[src/rtl/hazard_ctrl.sv]
// Pipeline sequencing controller: load-use bubbles, redirect flushes, memory-wait freeze with timeout.
// Zero-cycle response: controls are combinational from state and inputs. State and counters are registered.
module hazard_ctrl #(
  parameter int TIMEOUT = 256,
  parameter int CNT_W   = 32
) (
  input  logic             clk,
  input  logic             rst,
  input  logic [4:0]       id_rs1_i,
  input  logic [4:0]       id_rs2_i,
  input  logic             id_use_rs1_i,
  input  logic             id_use_rs2_i,
  input  logic [4:0]       ex_rd_i,
  input  logic             ex_load_i,
  input  logic             ex_reg_write_i,
  input  logic             ex_redirect_i,
  input  logic             mem_req_i,
  input  logic             mem_ready_i,
  output logic             pc_stall_o,
  output logic             if2id_stall_o,
  output logic             if2id_flush_o,
  output logic             id2ex_stall_o,
  output logic             id2ex_flush_o,
  output logic             ex2mem_stall_o,
  output logic             mem2wb_flush_o,
  output logic             err_o,
  output logic [CNT_W-1:0] stall_cnt_o,
  output logic [CNT_W-1:0] flush_cnt_o
);

  localparam int WC_W = $clog2(TIMEOUT) + 1;

  typedef enum logic [1:0] {RUN, WAIT_MEM, ERR} state_t;

  state_t          state, state_nxt;
  logic [WC_W-1:0] wait_cnt, wait_cnt_nxt;
  logic            memwait, loaduse, redirect_take;

  assign memwait = mem_req_i & ~mem_ready_i;
  assign loaduse = ex_load_i & ex_reg_write_i & (ex_rd_i != 5'd0) &
                   ((id_use_rs1_i & (id_rs1_i == ex_rd_i)) |
                    (id_use_rs2_i & (id_rs2_i == ex_rd_i)));

  // A redirect while frozen is deferred, so it only counts when it actually flushes.
  always_comb begin
    pc_stall_o     = 1'b0;
    if2id_stall_o  = 1'b0;
    if2id_flush_o  = 1'b0;
    id2ex_stall_o  = 1'b0;
    id2ex_flush_o  = 1'b0;
    ex2mem_stall_o = 1'b0;
    mem2wb_flush_o = 1'b0;
    redirect_take  = 1'b0;
    if (rst) begin
      if2id_flush_o  = 1'b1;
      id2ex_flush_o  = 1'b1;
      mem2wb_flush_o = 1'b1;
    end else if (state == ERR || memwait) begin
      pc_stall_o     = 1'b1;
      if2id_stall_o  = 1'b1;
      id2ex_stall_o  = 1'b1;
      ex2mem_stall_o = 1'b1;
      mem2wb_flush_o = 1'b1;
    end else if (ex_redirect_i) begin
      if2id_flush_o  = 1'b1;
      id2ex_flush_o  = 1'b1;
      redirect_take  = 1'b1;
    end else if (loaduse) begin
      pc_stall_o     = 1'b1;
      if2id_stall_o  = 1'b1;
      id2ex_flush_o  = 1'b1;
    end
  end

  always_comb begin
    state_nxt    = state;
    wait_cnt_nxt = wait_cnt;
    case (state)
      RUN: begin
        if (memwait) begin
          state_nxt    = WAIT_MEM;
          wait_cnt_nxt = WC_W'(1);
        end
      end
      WAIT_MEM: begin
        if (memwait) begin
          if (wait_cnt == WC_W'(TIMEOUT - 1)) state_nxt = ERR;
          else                                wait_cnt_nxt = wait_cnt + 1'b1;
        end else begin
          state_nxt    = RUN;
          wait_cnt_nxt = '0;
        end
      end
      ERR:     state_nxt = ERR;
      default: begin
        state_nxt    = RUN;
        wait_cnt_nxt = '0;
      end
    endcase
  end

  always_ff @(posedge clk) begin
    if (rst) begin
      state       <= RUN;
      wait_cnt    <= '0;
      err_o       <= 1'b0;
      stall_cnt_o <= '0;
      flush_cnt_o <= '0;
    end else begin
      state    <= state_nxt;
      wait_cnt <= wait_cnt_nxt;
      if (state_nxt == ERR) err_o <= 1'b1;
      if (pc_stall_o && stall_cnt_o != {CNT_W{1'b1}}) stall_cnt_o <= stall_cnt_o + 1'b1;
      if (redirect_take && flush_cnt_o != {CNT_W{1'b1}}) flush_cnt_o <= flush_cnt_o + 1'b1;
    end
  end

endmodule

[config.mk]
export PLATFORM = sky130hd
export DESIGN_NAME = hazard_ctrl
export DESIGN_NICKNAME = d
export VERILOG_FILES = /design/src/rtl/hazard_ctrl.sv
export SDC_FILE = /design/constraint.sdc
export NUM_CORES = 1
export LEC_CHECK = 0
export BUFFER_PORTS_ARGS = -buffer_cell sky130_fd_sc_hd__buf_2
export CAP_MARGIN = 20
export CORE_ASPECT_RATIO = 0.8
export CORE_MARGIN = 2
export CORE_UTILIZATION = 48
export DETAILED_ROUTE_END_ITERATION = 16
export PLACE_DENSITY_LB_ADDON = 0.3
export SYNTH_ARGS = -nofsm -noshare
export SYNTH_HDL_FRONTEND = slang
export SYNTH_SLANG_ARGS = --single-unit
[constraint.sdc]
create_clock -name clk -period 2.15 [get_ports clk]
set_clock_uncertainty 0.05 [all_clocks]
set_input_delay 0.1075 -clock clk [delete_from_list [all_inputs] [get_ports clk]]
set_output_delay 0.1075 -clock clk [all_outputs]
set_load 0.005 [all_outputs]
# --- Word-level counts from Yosys, hierarchy flattened ---
# Index checks and enable logic that the tools add are counted.
word_totals:
  register_bits: 76
  inputBits: 24
  out_inout_bits: 72
  word_cells: 55
op_classes:
  add_sub_neg: 3
  n_eq_ne: 10
  n_mux: 22
  bitwise: 9
  reduce_logical: 6
op_table:
  columns: ["op", "n"]
  rows:
  - ["adder 32 x 1 -> 32 bit (second input constant)", 2]
  - ["!= test 32 bit (second input constant)", 2]
  - ["2-to-1 mux 9 bit", 3]
  - ["case mux 9 bit (3 select lines)", 1]
  - ["2-to-1 mux 1 bit", 14]
  - ["equality test 5 bit", 2]
  - ["adder 9 x 1 -> 9 bit (second input constant)", 1]
  - ["equality test 9 x 8 -> 1 bit (second input constant)", 1]
  - ["bitwise AND 1 bit", 6]
  - ["2-to-1 mux 2 bit", 3]
  - ["case mux 2 bit (3 select lines)", 1]
  - ["nonzero test 5 bit", 1]
  - ["equality test 2 bit (second input constant)", 2]
  - ["!= test 3 bit (second input constant)", 1]
  - ["AND reduction 3 bit", 1]
  - ["equality test 2 x 1 -> 1 bit (second input constant)", 1]
  - ["logical AND 1 bit", 2]
  - ["zero test 2 bit", 1]
  - ["!= test 2 bit (second input constant)", 1]
  - ["inverter 1 bit", 2]
  - ["logical OR 1 bit", 1]
  - ["bitwise OR 1 bit", 1]

# --- Longest topological paths before layout ---
# Gate-level depths: netlist of the first run.
depth:
  ltp_word: 9
  depth_mapped: 11
  mapped_depth_nobuf: 10

# --- Worst setup path after synthesis of the first run ---
# No wires, ideal clock.
synth_timing:
  path_kind: "register to register"
  start: "reg state[0]"
  end: "reg stall_cnt_o[29]"
  setup_time_ns: 0.071
  arrival_ns: 2.037
  required_ns: 2.029
  setup_slack_ns: -0.007
  path_stages_with_launch: 10
  path_cell_list: "dfxtp_1 -> buf_6 -> nand2b_4 -> a31oi_4 -> o21ai_2 -> o21bai_4 -> or3_1 -> buf_6 -> or4_1 -> a21oi_1"
synth_between:
  elab_chain_cells: 5
synth_lines:
  columns: ["item", "line_no", "text"]
  rows:
  - ["start, declared", "35", "state_t state, state_nxt;"]
  - ["start signal, assigned", "110", "state <= state_nxt;"]
  - ["equality test 2 bit", "58", "end else if (state == ERR || memwait) begin"]
  - ["logical OR 1 bit", "58", null]
  - ["2-to-1 mux 1 bit", "58", null]
  - ["2-to-1 mux 1 bit", "54", "if (rst) begin"]
  - ["logical AND 1 bit", "113", "if (pc_stall_o && stall_cnt_o != {CNT_W{1'b1}}) stall_cnt_o <= stall_cnt_o + 1'b1;"]
  - ["end signal, assigned", "113", null]
  - ["end, declared", "27", "output logic [CNT_W-1:0] stall_cnt_o,"]
# No other way between the ends.
# A chain may end at the register's enable or synchronous reset.

# --- Worst setup path in the final report of the first run ---
layout_timing:
  start: "reg stall_cnt_o[12]"
  end: "reg stall_cnt_o[30]"
layout_between:
  elab_chain_cells: 2
layout_lines:
  columns: ["item"]
  rows:
  - ["branches (longest 2 deep; another with adder 32 x 1 -> 32 bit)"]
# Several ways; the timed one is not identified.

==> results of run 1 <==
cell usage in the layout, fill, tap and decap left out, types with 2 or more instances in the layout:
cell,instances
a21oi_1,17
a22oi_1,2
and2_1,3
and3_1,8
and4_1,4
buf_2,95
buf_4,66
clkbuf_8,9
clkinv_2,2
clkinv_4,2
dfxtp_1,71
dfxtp_2,5
ha_1,3
inv_1,7
mux2i_1,3
nand2_1,45
nand2b_1,3
nand2b_4,2
nand3_1,25
nand4_1,29
nor2_1,70
nor3_1,11
nor3_2,5
o21a_1,6
o21ai_0,13
o21ai_2,2
o31ai_1,3
or3_1,10
or3_4,2
or4_1,4
xnor2_1,24
xor2_1,35
metrics by stage:
step                       TNS [ns]  std cells
after global placement       -1.118        696
after floorplan                   0        451
final                     -0.001819        716
after detailed placement     -1.803        696
after global routing        -0.3017        716
after CTS                         0        713
per-layer routing:
metal | part of all wire | vias up
met2 | 0.46 | 103
met4 | 0.016 | 0
met3 | 0.051 | 13
met1 | 0.47 | 1723
met5 | 0 | -
li1 | - | 1880
worst register-to-register path, stage by stage (launching register included):
cell and delay (ns):
dfxtp_2 0.34, nand4_1 0.13, nor3_2 0.19, buf_4 0.14, nand4_1 0.23, or3_4 0.48, or4_1 0.41, a21oi_1 0.12
power groups by stage:
| stage | registers (mW) | clock network, mW | logic, mW |
|---|---|---|---|
| floorplan | 1.45 | 0 | 0.0835 |
| global placement | 1.45 | 0 | 0.150 |
| detailed placement | 1.45 | 0 | 0.153 |
| CTS | 1.42 | 1.09 | 0.154 |
| global route | 1.42 | 1.15 | 0.174 |
| finish | 1.42 | 1.08 | 0.159 |
repair_timing:
item	4_1_cts	5_1_grt
setup buffers	1	3
endpoints found under the setup margin	15	47
pin swaps	1	10
gates resized for setup	2	15
hold buffers	0	0
cells by family after synthesis:
group	after synthesis
xor+xnor	59
simple gates	231
compound gates	52
buf+inv	25
fa+ha+maj	4
mux	4
flops	76
sequential cells by signal, indices dropped and copies added, names as in the netlist:
register,count
err_o,1
stall_cnt_o,32
wait_cnt,9
state,2
flush_cnt_o,32
worst paths after layout:
check / start / endpoint / slack (ns)
hold / removal: mem_req_i / state[0]$_SDFF_PP0_ / 0.15
setup reg to reg: stall_cnt_o[12]$_SDFFE_PP0P_ / stall_cnt_o[30]$_SDFFE_PP0P_ / -0.002
setup / recovery: stall_cnt_o[12]$_SDFFE_PP0P_ / stall_cnt_o[30]$_SDFFE_PP0P_ / -0.002
hold reg to reg: err_o$_SDFFE_PP0N_ / err_o$_SDFFE_PP0N_ / 0.40
final cells by class:
class,count,area [sq um]
Clock buffer,10,127.6
Clock inverter,6,65.06
Fill cell,659,2490
Inverter,8,32.53
Multi-Input combinational cell,350,2152
Sequential cell,76,1528
Tap cell,105,131.4
Timing Repair Buffer,161,970.9
==> impl_metrics.toml, run 1 <==
[grt]
grt_max_degree = 49
grt-busiest-layer = "met2"
grt_util_all_layers = 0.2238
gr-total-overflow = 0
globalRouteMet2Util = 0.3476
grt_pass1_wl_um = 15350
grt_pass1_vias = 3381
antenna_found_initial = 0
met3_usage = 0.06818
use_met1 = 0.2992

[logic_synthesis]
synthTopCellsByArea = "dfxtp_1, xor2_1, nor2_1"
avgSynthCellArea_sq_um = 8.309
synth_common_cells = "dfxtp_1, nor2_1, nand2_1"
syn_inst = 451
synth_top_area_cell = "dfxtp_1"
synth-edff-count = 0
synthSimpleGateAreaFrac = 0.3072
synth-xor-area-share = 0.1379
yosysWarnings = 0
syn-num-nets = 479
synth_compound_area_frac = 0.09349
synth_top_area_frac = 0.4060
async_reset_ff_frac = 0
synth_cell_types = 48
ys.flop_type = "dfxtp_1"
synth_most_common_cell = "dfxtp_1"
yosys-mux-area-fraction = 0.01102
yosys.area_share.adder = 0.01336
ys_ff_latch = 76
syn_area_sq_mm = 0.003747
synth_top_family_by_area = "simple AND/OR/NAND/NOR gates"
seq_area_frac_synth = 0.4060

[detailed_routing]
drt.antenna.violating_nets = 0
drtPass1Iterations = 4
wl_per_cell_um = 13.31
drc = 0
via_per_inst = 5.194
drt_iter0_drc = 209
finalWirelength_um = 9531
dr_total_vias = 3719

[sta]
layout_min_cycle_time_ns = 2.152
worst_pin_slew_ns = 0.5490
rsz0062_at_grt = "yes"
slew_viol_final = 0
holdWs_ns = 0.1484
relSlewSlack = 0.6301
fin_crit_sh = 1.001
timing.final.ws_setup_ns = -0.001819
hold_viol = 0
setup_viol = 1
fmax_mhz = 464.7

[critical_path]
cp.depth = 7
ff2ff_path_depth = 7
crit_path_start_kind = "register"
path_delay_family = "simple AND/OR/NAND/NOR gates"
worstPathCellList = "nand4_1 -> nor3_2 -> buf_4 -> nand4_1 -> or3_4 -> or4_1 -> a21oi_1"
end_kind = "register"
critPathSlowestCell = "or3_4"
worstPathMaxFanout = 5
critPathBufInv = 1
crit_path_frequent_cell = "nand4_1"
worstSetupPathType = "register to register"
worstPathArrival_ns = 2.40
slowest_delay_ns = 0.47
worstPathRequired_ns = 2.40

[finish]
final_layout_size_suffix_gt1_frac = 0.3339
n_antenna_cell = 0
fin_nets = 634
finalInstanceArea_sq_mm = 0.005007
areaGrowthSynthToFinish_pct = 33.62
finish.utilization = 0.6679

[die]
ios = 96
die_h_um = 83.03
die_x_um = 102.8
die_area_sq_mm = 0.008534
rows = 28
start_util = 0.4998
fp.coreArea_sq_mm = 0.007497

[placement]
hpwl_um = 7108
dp_slack_ns = -0.1999
io_buffers = 95
gp_congestion = 0.8423
placed_area_sq_mm = 0.004735

[clock_tree]
h-tree-depth = 3
cts_tree = "built"
cts_made_buffers = 9
clock_path_buffers = 2
root_buffer = "clkbuf_8"
clk_pin_slew_ns = 0.08
insertion_delay_ns = 0.36
cts.sinks = 76

[pwr]
p_comb_frac = 0.060
p_leak_nw = 2.129
p_clk_frac = 0.406
power_mw = 2.653
sw_frac_of_total = 0.2400
p_sw_mw = 0.6367
internal_power_mw = 2.016
ir_drop_mv = 0.3166
pwr_density_cell_mw_per_mm2 = 529.8
seq_power_share = 0.534

[run]
cap_violations = 0

[status]
violations = "negative setup slack"
outcome = "finished, violations left"

[worst_hold_path]
min_path_type = "input pin to register"
hold_path_depth = 4
No activity file was read; power rests on OpenSTA's default activity.
==> run 2: changes to the inputs <==
Settings changed: CAP_MARGIN 20 to unset, CORE_UTILIZATION 48 to 45.
==> impl_metrics.toml, run 2 (same netlist as run 1, synthesis figures left out) <==
[detailed_routing]
drt_iter0_drc = 162
dr_total_vias = 3767
drt.antenna.violating_nets = 0
drtPass1Iterations = 4
finalWirelength_um = 9816
drc = 0
via_per_inst = 5.146
wl_per_cell_um = 13.41

[die]
start_util = 0.4673
die_h_um = 85.62
die_area_sq_mm = 0.009078
rows = 29
ios = 96
fp.coreArea_sq_mm = 0.008019
die_x_um = 106.0

[placement]
hpwl_um = 7056
io_buffers = 95
dp_slack_ns = -0.1461
gp_congestion = 0.8272
dp.cells = 700

[pwr]
ir_drop_mv = 0.3126
pwr_density_cell_mw_per_mm2 = 537.2
p_leak_nw = 2.235

[grt]
globalRouteMet2Util = 0.3584
antenna_found_initial = 0
grt_util_all_layers = 0.2139
gr-total-overflow = 0
grt_pass1_wl_um = 15900
met3_usage = 0.04863
use_met1 = 0.2834
grt-busiest-layer = "met2"
grt_pass1_vias = 3490
grt_max_degree = 46

[critical_path]
path_delay_family = "simple AND/OR/NAND/NOR gates"
ff2ff_path_depth = 6
worstPathRequired_ns = 2.38
worstPathCellList = "nand4_1 -> nor3_2 -> nand4_1 -> or3_4 -> or4_1 -> a21oi_1"
worstPathMaxFanout = 5
worstSetupPathType = "register to register"
slowest_delay_ns = 0.43
end_kind = "register"
cp.depth = 6
worstPathArrival_ns = 2.40
critPathSlowestCell = "or3_4"
crit_path_frequent_cell = "nand4_1"
critPathBufInv = 0
crit_path_start_kind = "register"

[sta]
rsz0062_at_grt = "yes"
holdWs_ns = 0.1380
fin_setup_tns_ns = -0.05834
fin_crit_sh = 1.011
timing.final.ws_setup_ns = -0.02471
fmax_mhz = 459.8
slew_viol_final = 0
hold_viol = 0
setup_viol = 3
worst_pin_slew_ns = 0.5448
layout_min_cycle_time_ns = 2.175
relSlewSlack = 0.6330

[finish]
final_common_cell = "buf_2"
areaGrowthSynthToFinish_pct = 38.53
fin_nets = 647
n_antenna_cell = 0
instances_no_fill = 732
finish.utilization = 0.6474
final_layout_size_suffix_gt1_frac = 0.3622
final_cell_mix = "buf_2, buf_4, nor2_1, dfxtp_1, nand2_1"
n_fill_cell = 676
reg.largest.list = "flush_cnt_o: 32 flops, stall_cnt_o: 32 flops, wait_cnt: 9 flops"

[run]
cap_violations = 0

[clock_tree]
root_buffer = "clkbuf_8"
cts_tree = "built"
insertion_delay_ns = 0.35
h-tree-depth = 3
cts.sinks = 76
clock_path_buffers = 2
cts_made_buffers = 9
clk_pin_slew_ns = 0.08

[status]
outcome = "finished, violations left"
violations = "negative setup slack"

[worst_hold_path]
hold_path_depth = 4
min_path_type = "input pin to register"
[run 2: cell count changes in the layout (fill, tap and decap cells not counted), sizes merged]
cell,delta
clkinv,-2
bufinv,+1
clkbuf,-1
clkinvlp,+1
dlygate4sd3,+1
inv,+1
buf,+12
[run 2: layout make-up]
type	count	area (sq um)	share of cell area
inverters	8	32.53	0.006267
repair buffers	174	1071	0.2063
well taps	108	135.1	0.02603
flip-flops and latches	76	1531	0.2950
clock inverters	7	100.1	0.01928
clock buffers	9	123.9	0.02386
multi-input cells	350	2197	0.4232
[run 2: worst min-delay path, delay by kind of cell]
family,cells,cell delay (ns)
AOI/OAI and AO/OA,1,0.05
and+or+nand+nor,1,0.08
buffers and inverters,2,0.24
[run 2: final timing paths]
check,startpoint,to,slack (ns)
worst min-delay path,mem_req_i,state[0]$_SDFF_PP0_,0.14
worst min register to register,state[1]$_SDFF_PP0_,state[0]$_SDFF_PP0_,0.42
worst max register to register,stall_cnt_o[13]$_SDFFE_PP0P_,stall_cnt_o[30]$_SDFFE_PP0P_,-0.02
worst max-delay path,stall_cnt_o[13]$_SDFFE_PP0P_,stall_cnt_o[30]$_SDFFE_PP0P_,-0.02
[run 2: timing repair]
action                     in CTS  in global routing
hold endpoints to repair        1                  0
hold buffers                    1                  0
pin swaps                       7                 11
gates resized for setup         6                 25
setup buffers                   9                  6
setup endpoints to repair      32                 41
[run 2: through the flow]
stage / cell area [sq um] / power, mW
finish: 5191 / 2.789
floorplan: 3749 / 1.535
global route: 5191 / 2.891
detailed placement: 4746 / 1.600
CTS: 5071 / 2.815
global placement: 4746 / 1.596
[run 2: power breakdown]
group / switching (mW) / total [mW] / internal (mW)
Combinational: 0.0885 / 0.155 / 0.0662
Clock: 0.557 / 1.22 / 0.661
Sequential: 0.00432 / 1.42 / 1.41
Total: 0.650 / 2.79 / 2.14
[run 2: metal layers]
layer | share of wire | vias to the layer above
met1 | 0.46 | 1758
met3 | 0.045 | 9
met4 | 0.0073 | 0
met5 | 0 | -
met2 | 0.48 | 84
li1 | - | 1916
